### src/rtl/i2c_arbiter.sv
// Purpose : two-client arbiter sharing a single I2C master, round-robin on contention, with a watchdog.
// Latency : grant registered one cycle after a sampled request; master/client data paths are combinational muxes.
// Backpressure: none buffered; clients hold req for the whole transaction, isReady gates arbitration and release.
// Ports   : clk/reset (async active-low); req/gnt per client; start/send/receive/datasend client->master;
//           sended/received/datareceive master->granted client; isReady, m_* master side; busy, tout status.
module i2c_arbiter #(
  parameter logic [15:0] TIMEOUT = 16'hFFFF
) (
  input  logic       clk,
  input  logic       reset,
  input  logic       req0,
  input  logic       req1,
  output logic       gnt0,
  output logic       gnt1,
  input  logic       start0,
  input  logic       send0,
  input  logic       receive0,
  input  logic       start1,
  input  logic       send1,
  input  logic       receive1,
  input  logic [7:0] datasend0,
  input  logic [7:0] datasend1,
  output logic       sended0,
  output logic       received0,
  output logic       sended1,
  output logic       received1,
  output logic [7:0] datareceive0,
  output logic [7:0] datareceive1,
  input  logic       isReady,
  output logic       m_start,
  output logic       m_send,
  output logic       m_receive,
  output logic [7:0] m_datasend,
  input  logic       m_sended,
  input  logic       m_received,
  input  logic [7:0] m_datareceive,
  output logic       busy,
  output logic       tout
);

  typedef enum logic [1:0] {
    IDLE    = 2'b00,
    GRANT0  = 2'b01,
    GRANT1  = 2'b10,
    RELEASE = 2'b11
  } state_t;

  state_t      state, state_nxt;
  logic        last_grant;
  logic        mask0, mask1;
  logic        sended_q, received_q;
  logic [15:0] wd_cnt;

  logic in_grant, expired, activity, eff0, eff1;

  assign in_grant = (state == GRANT0) || (state == GRANT1);
  assign expired  = in_grant && (wd_cnt == TIMEOUT);
  // Any toggle of either master handshake counts as progress.
  assign activity = (m_sended ^ sended_q) | (m_received ^ received_q);
  // A client that timed out is ignored until it drops its request once.
  assign eff0     = req0 & ~mask0;
  assign eff1     = req1 & ~mask1;

  // State register plus the registered side state that follows it.
  always_ff @(posedge clk or negedge reset) begin
    if (!reset) begin
      state      <= IDLE;
      gnt0       <= 1'b0;
      gnt1       <= 1'b0;
      last_grant <= 1'b1;
      mask0      <= 1'b0;
      mask1      <= 1'b0;
      wd_cnt     <= 16'd0;
      sended_q   <= 1'b0;
      received_q <= 1'b0;
      tout       <= 1'b0;
    end else begin
      state      <= state_nxt;
      // Grants decoded from the next state, so at most one can ever be set.
      gnt0       <= (state_nxt == GRANT0);
      gnt1       <= (state_nxt == GRANT1);
      sended_q   <= m_sended;
      received_q <= m_received;
      tout       <= expired;
      if (state == IDLE && state_nxt == GRANT0) last_grant <= 1'b0;
      if (state == IDLE && state_nxt == GRANT1) last_grant <= 1'b1;
      // Counter sits at zero outside a grant, so every grant starts from zero.
      if (in_grant) wd_cnt <= activity ? 16'd0 : wd_cnt + 16'd1;
      else          wd_cnt <= 16'd0;
      // Setting on expiry wins over clearing, even if req dropped in the same cycle.
      if (expired && state == GRANT0) mask0 <= 1'b1;
      else if (!req0)                 mask0 <= 1'b0;
      if (expired && state == GRANT1) mask1 <= 1'b1;
      else if (!req1)                 mask1 <= 1'b0;
    end
  end

  // Next-state logic.
  always_comb begin
    state_nxt = state;
    case (state)
      IDLE: begin
        if (isReady && (eff0 || eff1)) begin
          if (eff0 && eff1) state_nxt = last_grant ? GRANT0 : GRANT1;
          else              state_nxt = eff0 ? GRANT0 : GRANT1;
        end
      end
      GRANT0:  if (expired || !req0) state_nxt = RELEASE;
      GRANT1:  if (expired || !req1) state_nxt = RELEASE;
      RELEASE: if (isReady) state_nxt = IDLE;
      default: state_nxt = IDLE;
    endcase
  end

  // Output muxing: only the owning client talks to the master.
  always_comb begin
    m_start      = 1'b0;
    m_send       = 1'b0;
    m_receive    = 1'b0;
    m_datasend   = 8'd0;
    sended0      = 1'b0;
    received0    = 1'b0;
    datareceive0 = 8'd0;
    sended1      = 1'b0;
    received1    = 1'b0;
    datareceive1 = 8'd0;
    busy         = (state != IDLE);
    case (state)
      GRANT0: begin
        m_start      = start0;
        m_send       = send0;
        m_receive    = receive0;
        m_datasend   = datasend0;
        sended0      = m_sended;
        received0    = m_received;
        datareceive0 = m_datareceive;
      end
      GRANT1: begin
        m_start      = start1;
        m_send       = send1;
        m_receive    = receive1;
        m_datasend   = datasend1;
        sended1      = m_sended;
        received1    = m_received;
        datareceive1 = m_datareceive;
      end
      default: ;
    endcase
  end

endmodule

### config.mk
export PLATFORM = sky130hd
export DESIGN_NAME = i2c_arbiter
export DESIGN_NICKNAME = d
export VERILOG_FILES = /design/src/rtl/i2c_arbiter.sv
export SDC_FILE = /design/constraint.sdc
export NUM_CORES = 1
export LEC_CHECK = 0
export CORE_MARGIN = 2
export CORE_UTILIZATION = 42
export CTS_CLUSTER_SIZE = 30
export DETAILED_ROUTE_END_ITERATION = 7
export PLACE_DENSITY = 0.87
export SETUP_SLACK_MARGIN = 0.02
export SYNTH_ARGS = -nofsm -noshare
export SYNTH_HDL_FRONTEND = slang
export SYNTH_SLANG_ARGS = --single-unit
### constraint.sdc
create_clock -name clk -period 3.5 [get_ports clk]
set_input_delay 1.05 -clock clk [delete_from_list [all_inputs] [get_ports clk]]
set_output_delay 1.05 -clock clk [all_outputs]
set_load 0.1 [all_outputs]
# Word-level counts from Yosys, hierarchy flattened
# Index checks and enable logic that the tools add are counted.
[op_classes] n_addsub=1 eq_ne=8 n_mux=26 bitwise_logic=7 n_reduce_logical=16
[op_table] cell="2-to-1 mux 16 bit" n=2
[op_table] cell="adder 16 x 1 -> 16 bit (second input constant)" n=1
[op_table] cell="equality test 16 bit (second input constant)" n=1
[op_table] cell="2-to-1 mux 8 bit" n=2
[op_table] cell="case mux 8 bit (2 select lines)" n=1
[op_table] cell="2-to-1 mux 2 bit" n=7
[op_table] cell="2-to-1 mux 1 bit" n=10
[op_table] cell="case mux 2 bit (4 select lines)" n=1
[op_table] cell="logical AND 1 bit" n=7
[op_table] cell="equality test 2 bit (second input constant)" n=3
[op_table] cell="case mux 1 bit (2 select lines)" n=3
[op_table] cell="equality test 2 x 1 -> 1 bit (second input constant)" n=2
[op_table] cell="logical OR 1 bit" n=4
[op_table] cell="!= test 2 x 1 -> 1 bit (second input constant)" n=2
[op_table] cell="nonzero test 2 bit" n=2
[op_table] cell="bitwise AND 1 bit" n=2
[op_table] cell="zero test 1 bit" n=2
[op_table] cell="zero test 2 bit" n=1
[op_table] cell="NOT 1 bit" n=2
[op_table] cell="bitwise XOR 1 bit" n=2
[op_table] cell="OR 1 bit" n=1
[totals] regBits=26 in_bits=37 word_cells=68

# Longest topological paths before layout
# Gate-level depths: netlist of run 1.
[logic_depth] ltp_word=10 mapped_depth=7 depth_no_buf=7

# Least setup slack after synthesis of run 1
# Ideal clock, no wire load.
[synth_timing] kind="register -> output" from="register state[0]" to="output port m_datasend[0]" t_arrival_ps=2616 required_ps=2450 path_slack_ps=-166 path_stages_with_launch=7 path_buffers=2 cell_sequence="dfrtp_1 inv_1 ha_1 clkbuf_1 clkbuf_1 a22oi_1 nor2b_1"
[synth_via] elab_chain_cells=2 elab_cells_between_ends=3 cone_classes="2 x eq/ne; 1 x mux"
[synth_lines] item="start: declaration" line_no="48" source="state_t state, state_nxt;"
[synth_lines] item="start signal: assignment" line_no="78" source="state <= state_nxt;"
[synth_lines] item="equality test 2 bit or equality test 2 x 1 -> 1 bit (tied branches)" line_no="128" source="case (state)"
[synth_lines] item="case mux 8 bit (2 select lines) *" line_no="128"
[synth_lines] item="end: declaration" line_no="33" source="output logic [7:0] m_datasend,"
# Every way passes the cells marked *; elsewhere a longest branch is shown, timed or not.

# Worst setup path in the final report of run 1
[layout_timing] from="register state[0]" to="output port m_datasend[3]"
# Same word-level chain as after synthesis.

==> results.ini, run 1 <==
[yosys]
syn_inst = 172
seq_area_frac_synth_pct = 40.86
yosys_warnings = 0
ys_async_sr_fraction_pct = 100.0
synth_top_cell_area_share_pct = 39.22
synth_edf_count = 0
synth_cell_types = 36
syn_area_per_cell_um2 = 9.275
netlist_top_cells_count = 25 x dfrtp_1, 20 x and2_1, 16 x nor2_1
synth_ff_type = dfrtp_1
yosysTopAreaCell = dfrtp_1
ys_ff_latch = 26
syn_nets = 215
synth.most_common_cell = dfrtp_1
synth.area.top_cells = dfrtp_1 39%, and2_1 7.8%, a22oi_1 5.6%, nor2b_1 5.1%, ha_1 4.7%
syn_area_um2 = 1595

[finish]
multi_input_area_um2 = 918.4
nNetsFinal = 285
regArea_um2 = 651.9
fillers = 253
num_antenna_cells = 0
drive_gt1_share_pct = 24.90
stdcell_count = 289
area_delta_synth_final_pct = 70.90

[power]
p_seq_share_pct = 13.3
ir_drop_mv = 0.7805
clock_power_share_pct = 7.0
p_comb_share_pct = 79.7
netSwitchingFraction_pct = 57.03
p_leak_uw = 0.001127
p_per_area_nw_per_um2 = 1016
intPower_uw = 1190
netSwitchingPower_uw = 1580

[clock_network]
cts_buffers = 3
cts_tree = done
clock_latency_ps = 280
clockBufferDepth = 2
cts.htree.levels = 1
cts_root_buf = clkbuf_8
cts_sinks = 26
post_cts_resized = 0
postCtsHoldBufs = 0
clk_pin_slew_ps = 90
cts_setup_buffers = 0

[route]
firstDrtPassIters = 4
wl_per_cell_um = 14.63
via_count = 1494
drc_errors = 0
drt_iter0_drc = 62
viasPerCell = 5.170
drt_wl_total_um = 4227
antenna_left = 0

[setup_path]
max_stage_delay_ps = 720
crit_path_end_kind = output port
cp_cell_sequence = inv_1 -> ha_1 -> a22oi_1 -> nor2b_2 -> buf_12
slowest_stage = ha_1
path_buf_inv = 2
startpoint_type = register
cp_top_family = adder cells
path_max_fanout = 25
critPathArrivalTime_ps = 2280
path_class = register to output port
cp.required_ps = 2450

[sta]
rsz0062_at_grt = false
finalMaxSlewViolations = 0
final_hold_viol_count = 0
setup-tns-final_ps = 0
setup_viol_count_final = 0
max_freq_ghz = 0.3006
worst_pin_slew_ps = 822.8
skew_ps = 6.406
fin_crit_ps = 3327
setup_ws_ps = 173.2
slew_headroom_pct = 45.15
post-route-period-util_pct = 95.05

[floorplanning]
core.rowCount = 22
pin_count = 72
fp.dieArea_um2 = 4307
initial_core_util_pct = 43.57
fp.coreArea_um2 = 3661
die_w_um = 65.63
die_h_um = 65.63

[place]
dp_cells = 285
portBuffers = 71
pre_cts_ws_ps = 377.9
hpwl_um = 3359
place.gp.congestion = 0.7915

[global_route]
grt_max_degree = 27
overflow = 0
grt_util_all_layers_pct = 20.15
grt_pass1_wl_um = 6672
antenna_found_initial = 0
first_global_vias = 1485

[hold_path]
holdCritPathClass = register to register

[run]
max_cap_violations = 0

[status]
status = finished clean

## metal layers
| metal | wire length (um) | GRT usage, % |
|---|---|---|
| met5 | 0 | 0 |
| met4 | 64 | 5.729 |
| met3 | 189 | 4.623 |
| met2 | 2322 | 36.11 |
| met1 | 1650 | 23.86 |
## worst paths after layout
check,from,endpoint,slack (ps),cells past startpoint
worst min register to register,wd_cnt[0],wd_cnt[0],490,1
worst max register to register,state[1],wd_cnt[12],1430,4
worst min-delay path,wd_cnt[0],wd_cnt[0],490,1
min in group asynchronous,reset,wd_cnt[1],1130,2
max in group asynchronous,reset,last_grant,2080,2
worst max-delay path,state[0],m_datasend[3],170,5
## layout by cell type, fill, tap and decap left out, drive strengths merged
| cell | Yosys | layout |
|---|---|---|
| a211oi | 1 | 1 |
| a21oi | 5 | 5 |
| a22o | 2 | 2 |
| a22oi | 12 | 12 |
| a2bb2oi | 1 | 1 |
| and2 | 20 | 20 |
| and3 | 1 | 1 |
| and3b | 1 | 1 |
| and4 | 1 | 1 |
| buf | 1 | 37 |
| clkbuf | 7 | 4 |
| clkdlybuf4s50 | 0 | 36 |
| dfrtp | 25 | 25 |
| dfstp | 1 | 1 |
| ha | 6 | 6 |
| inv | 4 | 4 |
| nand2 | 14 | 14 |
| nand3 | 6 | 6 |
| nand3b | 2 | 2 |
| nand4 | 3 | 3 |
| nor2 | 16 | 16 |
| nor2b | 14 | 14 |
| nor3 | 4 | 4 |
| nor3b | 2 | 2 |
| o211a | 1 | 1 |
| o21ai | 3 | 3 |
| o31a | 1 | 1 |
| o32a | 1 | 1 |
| or3 | 4 | 4 |
| xnor2 | 5 | 5 |
| xor2 | 8 | 8 |
## sequential cells by signal, summed over array words and instances, names as in the netlist
register and flops:
sended_q 1, received_q 1, gnt0 1, gnt1 1
last_grant 1, mask1 1, tout 1, wd_cnt 16
mask0 1, state 2
## area by class of cell
| class | instances | share of cell area, % |
|---|---|---|
| Multi-Input combinational cell | 134 | 33.69 |
| Clock buffer | 4 | 2.019 |
| Timing Repair Buffer | 73 | 37.63 |
| Tap cell | 48 | 2.203 |
| Sequential cell | 26 | 23.91 |
| Inverter | 4 | 0.5507 |
## worst register-to-register path, cell delays in order (launching register included)
cell	delay, ps
dfrtp_1	510
inv_1	150
ha_1	520
nand3_1	510
a21oi_1	300
## per-stage QoR
step | instance area (um^2) | hold slack, ps | util (%) | power [uW]
global route | 2726 | 506.1 | 74.47 | 2869
global placement | 2671 | 472.1 | 72.97 | 2573
floorplan | 1623 | 447.9 | - | 1838
finish | 2726 | 490.1 | 74.47 | 2770
CTS | 2726 | 489.9 | 74.47 | 2785
detailed placement | 2671 | 478.8 | 72.97 | 2592
## power by group through the flow
stage                     Clock, uW  Combinational [uW]  Sequential [uW]
after detailed placement          0                2220              375
final                           193                2210              369
after CTS                       197                2220              369
after floorplan                   0                1410              431
after global placement            0                2200              373
after global routing            210                2290              373
## cell families after synthesis
kind of cell / Yosys count / share of synthesized area, %
AO/OA/AOI/OAI: 27 / 12.55
XOR/XNOR: 13 / 7.137
adder cells (fa/ha/maj): 6 / 4.706
buffers and inverters: 12 / 3.294
flip-flops: 26 / 40.86
AND/OR/NAND/NOR: 88 / 31.45
Power figures use the tool's default switching activity.
==> run 2: changes to the inputs <==
- SLEW_MARGIN: unset -> 10
==> results of run 2 <==
The final DEF is identical to that of run 1; final timing and power are the same.
==> RTL edit: new RTL, flow settings as in run 2 <==
Re-encode `state_t` (4 states) as one-hot, 4 bits wide.
--- a/src/rtl/i2c_arbiter.sv
+++ b/src/rtl/i2c_arbiter.sv
@@ -39,9 +39,9 @@
 );
 
-  typedef enum logic [1:0] {
-    IDLE    = 2'b00,
-    GRANT0  = 2'b01,
-    GRANT1  = 2'b10,
-    RELEASE = 2'b11
+  typedef enum logic [3:0] {
+    IDLE    = 4'b0001,
+    GRANT0  = 4'b0010,
+    GRANT1  = 4'b0100,
+    RELEASE = 4'b1000
   } state_t;
 
Formal check against the unedited RTL: no difference found for any inputs over 10 cycles, from zero or initial values and one cycle with reset low; not proved beyond that.
==> RTL edit against run 2 <==
  * Die area increased by 3.8%
  * Sequential cell count rose by 2
  * Wire length increased by 17%
  * Setup slack better by 250 ps
  * Via count rose by 4.2%
  * Design area grew 1.5%
  * Synthesized area increased by 4.1%
  * Critical endpoint is now sended1
  * Highest routed layer unchanged
Power is not compared: it rests on default switching activity, and its combinational part moved more than twofold at a synthesized area within 25%.
==> RTL edit: results (changes against run 2) <==
Outcome
  • Status: completed (unchanged)

Placed design
  • GP Congestion: 0.7868 (was 0.7915)
  • Placed inst area: 2695 um^2 (was 2671 um^2)
  • Place WS: 428.3 ps (was 377.9 ps)
  • DP HPWL: 3631 um (was 3359 um)

Timing
  • Worst Tran Pin Value: 367.9 ps (was 822.8 ps)
  • Setup Skew: 8.296 ps (was 6.406 ps)
  • Fin crit share: 87.82% (was 95.05%)

Clocking
  • Post-CTS resize count: 0 (unchanged)
  • Clk root buf: clkbuf_8 (unchanged)
  • Post-CTS Setup Inserts: 0 (unchanged)

Synthesis
  • Syn_area_per_cell: 9.825 um^2 (was 9.275 um^2)
  • Sequential area share after synthesis: 42.35% (was 40.86%)
  • Ranking of synthesized cells by area: dfrtp_1, and2_1, a22o_1 (was dfrtp_1, and2_1, a22oi_1)
  • Synthesized Nets: 207 (was 215)
  • Synth top cells by count: dfrtp_1, and2_1, nor2_1 (unchanged)
  • Adder-cell share of the synthesized area: 0.7536% (was 4.706%)
  • Compound-Gate Fraction of Synth Area: 9.947% (was 12.55%)
  • Post-synthesis xor/xnor area fraction: 8.440% (was 7.137%)

Layout
  • Largest regs: wd_cnt: 16 flops, state: 4 flops (was wd_cnt: 16 flops, state: 2 flops)
  • Layout cells sized above 1: 22.50% (was 24.90%)
  • Nets: 279 (was 285)

GRT
  • Vias in the first global route: 1589 (was 1485)
  • Met2 Track Usage GR: 41.63% (was 36.11%)
  • GR Util met3: 3.885% (was 4.623%)
  • Global-route wire length before repair: 7486 um (was 6672 um)
  • Largest net degree at the start of global routing: 29 (was 27)
  • Initial antenna violation count: 0 (unchanged)
  • M1 GR Usage: 25.32% (was 23.86%)
  • Gr usage total: 22.67% (was 20.15%)

Critical path
  • CP max FO: 4 (was 25)
  • Arrival time at the worst endpoint: 2020 ps (was 2280 ps)

Routing
  • Routed WL: 4960 um (was 4227 um)
  • Avg WL per Cell: 17.22 um (was 14.63 um)
  • DR vias/cell: 5.406 (was 5.170)
  • Number of DRC markers in iteration 0: 79 (was 62)
[RTL edit: report_power, final]
part / switching (mW) / internal (mW)
Clock: 0.106 / 0.153
Combinational: 0.463 / 0.236
Sequential: 0.0463 / 0.357
Total: 0.615 / 0.747
[RTL edit: metal layers]
| layer | up-vias | share of wire [%] |
|---|---|---|
| met5 | - | 0 |
| met4 | 0 | 3.2 |
| met3 | 17 | 4.9 |
| met2 | 59 | 56 |
| met1 | 748 | 36 |
| li1 | 733 | - |
[RTL edit: worst paths after layout]
kind	to	depth (start not counted)	slack, ps	start
worst max register to register	gnt0	5	1950	wd_cnt[0]
worst max-delay path	sended1	3	430	m_sended
min in group asynchronous	received_q	2	1150	reset
worst min-delay path	last_grant	2	490	last_grant
worst min register to register	last_grant	2	490	last_grant
max in group asynchronous	state[0]	2	2040	reset
[RTL edit: critical path, stage by stage]
cell,delay [ps]
clkdlybuf4s50_1,560
and2_1,220
buf_12,190
[RTL edit: final cells by class]
| class | count | area, um^2 |
|---|---|---|
| Clock inverter | 1 | 30.03 |
| Tap cell | 48 | 60.06 |
| Fill cell | 271 | 977.2 |
| Sequential cell | 28 | 703.2 |
| Timing Repair Buffer | 74 | 1033 |
| Inverter | 5 | 18.77 |
| Multi-Input combinational cell | 129 | 879.6 |
| Clock buffer | 3 | 41.29 |
[RTL edit: cell families after synthesis]
| group | count (synthesis) |
|---|---|
| xor gates and xnor gates | 16 |
| and+or+nand+nor | 90 |
| DFF | 28 |
| AOI/OAI and AO/OA | 22 |
| adders and majority gates | 1 |
| buffers and inverters | 12 |
